`config.mk`:
```
export PLATFORM = sky130hd
export DESIGN_NAME = event_counter
export DESIGN_NICKNAME = d
export VERILOG_FILES = /design/src/rtl/event_counter_pkg.sv /design/src/rtl/event_counter_incr.sv /design/src/rtl/event_counter.sv
export SDC_FILE = /design/constraint.sdc
export NUM_CORES = 1
export LEC_CHECK = 0
export ABC_AREA = 1
export CAP_MARGIN = 0
export CORE_MARGIN = 4
export CORE_UTILIZATION = 26
export DETAILED_ROUTE_END_ITERATION = 10
export DONT_BUFFER_PORTS = 1
export PLACE_DENSITY_LB_ADDON = 0.08
export SYNTH_ARGS = -nofsm -noshare
export SYNTH_HDL_FRONTEND = slang
export SYNTH_HIERARCHICAL = 1
export SYNTH_SLANG_ARGS = --single-unit
```
`constraint.sdc`:
```
create_clock -name clk -period 2.44 [get_ports clk]
set_input_delay 0.366 -clock clk [delete_from_list [all_inputs] [get_ports clk]]
set_output_delay 0.366 -clock clk [all_outputs]
set_load 0.03 [all_outputs]
```
`src/rtl/event_counter_pkg.sv`:
```
// Shared types and constants for the event counter slice.
package event_counter_pkg;

  // Snapshot FSM: counting freely, or holding a snapshot for the consumer.
  typedef enum logic {
    ST_COUNT = 1'b0,
    ST_HOLD  = 1'b1
  } state_t;

  // Default counter / snapshot width in bits.
  localparam int DEFAULT_WIDTH = 4;

endpackage : event_counter_pkg

```
`src/rtl/event_counter_incr.sv`:
```
// Ripple incrementer: a chain of half adders with stage 0 fed a constant 1.
// Purely combinational. The result is WIDTH+1 bits, and the top bit is the carry out.
module incr_nbit #(
  parameter int WIDTH = 4
) (
  input  logic [WIDTH-1:0] a,
  output logic [WIDTH:0]   sum
);

  logic [WIDTH:0]   carry;
  logic [WIDTH-1:0] bit_sum;

  assign carry[0] = 1'b1;

  generate
    for (genvar gi = 0; gi < WIDTH; gi++) begin : g_half_adder
      // One half adder per bit. The carry ripples toward the MSB.
      assign bit_sum[gi]  = a[gi] ^ carry[gi];
      assign carry[gi+1]  = a[gi] & carry[gi];
    end
  endgenerate

  assign sum = {carry[WIDTH], bit_sum};

endmodule : incr_nbit

```
`src/rtl/event_counter.sv`:
```
// Counts rising edges of evt_in and snapshots the running count into a held
// output register. The consumer takes the snapshot with a valid/ready handshake.
// The live counter restarts from zero on capture without losing the capture-cycle edge.
module event_counter
  import event_counter_pkg::*;
#(
  parameter int WIDTH = DEFAULT_WIDTH
) (
  input  logic             clk,
  input  logic             rst,
  input  logic             evt_in,
  input  logic             clear,
  input  logic             cap_req,
  input  logic             cnt_ready,
  output logic             cnt_valid,
  output logic [WIDTH-1:0] cnt_data,
  output logic             cnt_ovf,
  output logic             busy
);

  logic             evt_q_reg;
  logic [WIDTH-1:0] count_reg;
  logic             ovf_live_reg;
  state_t           state_reg;
  state_t           state_next;

  logic             edge_det;
  logic             cap_accept;
  logic             handshake;
  logic [WIDTH:0]   sum;

  incr_nbit #(.WIDTH(WIDTH)) u_incr (
    .a   (count_reg),
    .sum (sum)
  );

  assign edge_det   = evt_in & ~evt_q_reg;
  assign cap_accept = (state_reg == ST_COUNT) & cap_req;
  assign handshake  = cnt_valid & cnt_ready;

  // Delay the event level by one cycle for rising-edge detection.
  always_ff @(posedge clk) begin
    if (rst) evt_q_reg <= 1'b0;
    else     evt_q_reg <= evt_in;
  end

  // Live counter and sticky wrap flag. Clear beats capture, and capture beats a plain edge.
  always_ff @(posedge clk) begin
    if (rst) begin
      count_reg    <= '0;
      ovf_live_reg <= 1'b0;
    end else if (clear || cap_accept) begin
      count_reg    <= '0;
      ovf_live_reg <= 1'b0;
    end else if (edge_det) begin
      count_reg    <= sum[WIDTH-1:0];
      ovf_live_reg <= ovf_live_reg | sum[WIDTH];
    end
  end

  // FSM state register.
  always_ff @(posedge clk) begin
    if (rst) state_reg <= ST_COUNT;
    else     state_reg <= state_next;
  end

  // FSM next state: capture enters HOLD, and a completed handshake leaves it.
  always_comb begin
    state_next = state_reg;
    case (state_reg)
      ST_COUNT: if (cap_req)   state_next = ST_HOLD;
      ST_HOLD:  if (handshake) state_next = ST_COUNT;
      default:                 state_next = ST_COUNT;
    endcase
  end

  // Snapshot registers. They load only on an accepted capture. A same-cycle edge is
  // folded in unless clear is also asserted, in which case that edge is dropped.
  always_ff @(posedge clk) begin
    if (rst) begin
      cnt_valid <= 1'b0;
      cnt_data  <= '0;
      cnt_ovf   <= 1'b0;
    end else if (cap_accept) begin
      cnt_valid <= 1'b1;
      if (edge_det && !clear) begin
        cnt_data <= sum[WIDTH-1:0];
        cnt_ovf  <= ovf_live_reg | sum[WIDTH];
      end else begin
        cnt_data <= count_reg;
        cnt_ovf  <= ovf_live_reg;
      end
    end else if (handshake) begin
      cnt_valid <= 1'b0;
    end
  end

  assign busy = (state_reg == ST_HOLD);

endmodule : event_counter

```
# Word level (Yosys, flattened, before mapping)
# Cells that the tools add are included.
# op_classes
muxes,7
reduce_logical,5
n_bitwise,13
# ops
op,n
1-bit bitwise AND,6
1-bit 2-to-1 mux,5
4-bit 2-to-1 mux,1
1-bit inverter,3
1-bit bitwise XOR,3
1-bit one-hot mux with 2 select lines,1
2-bit nonzero test,1
2-bit OR reduction,1
1-bit logical AND,1
1-bit zero test,1
1-bit logical OR,1
1-bit bitwise OR,1
# word_totals
output_inout_bits,7
word_cells,32
regBits,13
in_bits,6

# Longest topological paths before layout
# depth
depth_word,5
depth_mapped,7
depth_no_buf,7

# Cells and area by module
# Netlist, hierarchy kept.
# by_module_without_submodules
mod,seq_area_each_um2,cells_each,n_inst,area_each_um2
event_counter,260.2,79,1,563.0
incr_nbit,0.0,4,1,41.3

# Worst setup path before layout
# Ideal clock, no wire load.
# synth_timing
kind,register to register
startpoint,reg count_reg[0]
endpoint,reg cnt_data[3]
setup_ns,0.109
path_buffers,0
path_stages_with_launch,8
setup_slack_ns,1.144
period_less_slack_ns,1.296
t_arrival_ns,1.187
cell_sequence,dfxtp_1 ha_1 ha_1 ha_1 nand4_1 nand3_1 nand2_1 inv_1
# synth_between
elab_chain_cells,4
# synth_rtl
element,line_no,source
"start, declared",event_counter.sv:22,logic [WIDTH-1:0] count_reg;
"start signal, assigned",event_counter.sv:56,count_reg <= sum[WIDTH-1:0];
1-bit bitwise AND (2 in a row),event_counter_incr.sv:19,assign carry[gi+1] = a[gi] & carry[gi];
1-bit bitwise XOR,event_counter_incr.sv:18,assign bit_sum[gi] = a[gi] ^ carry[gi];
named net sum[3],event_counter.sv:30,logic [WIDTH:0] sum;
4-bit 2-to-1 mux,event_counter.sv:86,if (edge_det && !clear) begin
"end signal, assigned",event_counter.sv:87,cnt_data <= sum[WIDTH-1:0];
"end signal, assigned",event_counter.sv:90,cnt_data <= count_reg;
"end, declared",event_counter.sv:16,"output logic [WIDTH-1:0] cnt_data,"
# The timed path passes the listed nets, and every way through them passes these cells.
# A chain may end at the register's enable or synchronous reset.

# Worst setup path in the final report
# Ends and elaborated chain as after synthesis.

==> results.cfg <==
[hold_path]
hold_class = in -> reg
hold_path.startpoint = rst
hold-path-cell-count = 1
min_to = evt_q_reg

[setup_path]
timing.rr.end = cnt_data[3]
worstPathRequired_ns = 2.61
path_buf_inv = 1
path_cells = ha_1 -> ha_1 -> ha_1 -> nand4_1 -> nand3_1 -> nand2_1 -> inv_1
worstRegToRegCells = 7
cp_max_fo = 4
end_kind = flop
start_kind = flop
rrSetupSlack_ns = 1.06
path_class = reg -> reg
cp_slowest_stage_delay_ns = 0.34
r2r-start = count_reg[0]
worst_ep_arrival_time_ns = 1.55
cpMaxStageDelayCell = dfxtp_1
path_delay_family = adder cells
cpMostUsedCell = ha_1

[global_route]
grt_pass1_vias = 516
grt-ovfl-total = 0
track_usage_pct = 8.774
grt_pass1_wl_um = 2159
antenna_found_initial = 0
grt_max_degree = 11

[finish]
utilization_pct = 29.92
nets = 96
fillers = 258
n_antenna_cell = 0
regArea_um2 = 260.3
synthToLayoutAreaGrowth_pct = 9.524
final_cell_count_no_fill = 114
drive_above_1_share_pct = 9.302
multi_input_area_um2 = 287.8

[detailed_routing]
wire_per_inst_um = 10.81
wirelength_um = 1232
ant_nets = 0
dr.pass1.iters = 5
drc = 0
vias_per_cell = 4.553
drtIter0Drc = 7
num_vias = 519

[synthesis]
ys_top_cells_by_count = nand2_1, dfxtp_1, inv_1
synth-seq-cells = 13
ys.flop_type = dfxtp_1
synth_edf_count = 0
yosys.area.top_type_share_pct = 43.06
synth.area.top_cells = dfxtp_1, nand2_1, inv_1, a21oi_1, ha_1
synth_seq_area_share_pct = 43.06
synthArstFlopShare_pct = 0
synth_cell_types = 13
yosys.area.top_type = dfxtp_1
yosysMostFrequentCell = nand2_1
syn-mean-instance-area_um2 = 7.281
yosys_warnings = 6
syn_area_um2 = 604.3
synth_nets = 92
synthCells = 83

[status]
status = complete, no violations

[die]
pin_count = 13
die_w_um = 56.21
die_area_mm2 = 0.003160
row_count = 17
coreArea_mm2 = 0.002212
die_y_um = 56.21
start_util_pct = 27.32

[cts]
cts_sinks = 13
htreeDepth = 1
cts_tree = yes
cts_buffer_depth = 2
clk_transition_reported_paths_ns = 0.08
hold_buffers = 0
clkLatencyLatePin_ns = 0.27
cts_resized = 0
cts_buffers = 3
root_buffer = clkbuf_4
post_cts_buffers = 0

[power_and_ir_drop]
total_power_w = 0.0004205
p_leak_nw = 0.2975
vdd_ir_drop_max_uv = 220.7
p_per_area_mw_per_mm2 = 635.4

[timing]
slew_headroom_pct = 72.94
hold_viol = 0
fin_crit_ns = 1.377
worstMarginPinSlew_ns = 0.4054
finalSetupTns_ns = 0
setup_viol = 0
timing.fmax_ghz = 0.7264
hold-worst-slack_ns = 0.1567
drv_slew = 0
fin_crit_sh_pct = 56.42
grt_setup_unrepaired = false
fin_skew_ns = 0.005533

[place]
place_inst = 110
hpwl_um = 970
gp_congestion = 0.7373
portBuffers = 0

[run]
drv_cap = 0
==> power breakdown <==
group          internal [W]  leakage [nW]  switching, W
logic             0.0000142         0.176     0.0000265
registers          0.000222         0.107     0.0000253
clock network     0.0000632        0.0150     0.0000688
total              0.000300         0.297      0.000121
==> area by class of cell <==
class,instances,share of cell area (%)
flip-flops and latches,13,39.32
well taps,28,5.293
multi-input cells,55,43.48
clock buffers,4,3.970
inverters,14,7.940
==> worst max-delay path by stage <==
| stage | start | end | slack [ns] | cells past startpoint |
|---|---|---|---|---|
| floorplan | count_reg[0] | cnt_data[3] | 1.14 | 7 |
| global placement | count_reg[0] | cnt_data[3] | 1.10 | 7 |
| detailed placement | count_reg[0] | cnt_data[3] | 1.08 | 7 |
| CTS | count_reg[0] | cnt_data[3] | 1.06 | 7 |
| global route | count_reg[0] | cnt_data[3] | 0.97 | 7 |
| finish | count_reg[0] | cnt_data[3] | 1.06 | 7 |
==> worst register-to-register path, stage by stage, from the launching register on <==
cell and delay, ns:
dfxtp_1 0.34, ha_1 0.21, ha_1 0.18, ha_1 0.28, nand4_1 0.10, nand3_1 0.08
nand2_1 0.06, inv_1 0.03
==> layer usage <==
layer | vias to the layer above | routed length (um) | track usage, %
met1 | 229 | 523 | 9.358
met2 | 18 | 587 | 14.69
met5 | - | 0 | 0
met3 | 2 | 108 | 5.336
li1 | 270 | - | -
met4 | 0 | 13 | 2.034
==> placed cells by master (no fill, tap or decap) <==
cell type,count
nor2_4,2
clkbuf_4,3
ha_1,3
nand2_1,20
nor2_1,10
nand3_1,5
inv_2,1
clkbuf_1,1
dfxtp_1,13
inv_1,13
nand4_1,4
a21oi_1,8
o21ai_0,1
nand3_2,2
==> metrics by stage <==
stage / setup WS, ns / cell area (um2)
after floorplan: 1.144 / 604.3
after global placement: 1.102 / 635.6
after detailed placement: 1.080 / 635.6
after CTS: 1.055 / 661.9
after global routing: 0.9692 / 661.9
final: 1.063 / 661.9
==> kinds of logic (layout without fill, tap and decap cells) <==
| kind of cell | Yosys count | after routing | share of synthesized area, % |
|---|---|---|---|
| AOI/OAI and AO/OA | 9 | 9 | 7.453 |
| adders and majority gates | 3 | 3 | 6.212 |
| buffers and inverters | 15 | 18 | 9.316 |
| DFF | 13 | 13 | 43.06 |
| and+or+nand+nor | 43 | 43 | 33.95 |
No activity file was read; power rests on OpenSTA's default activity.
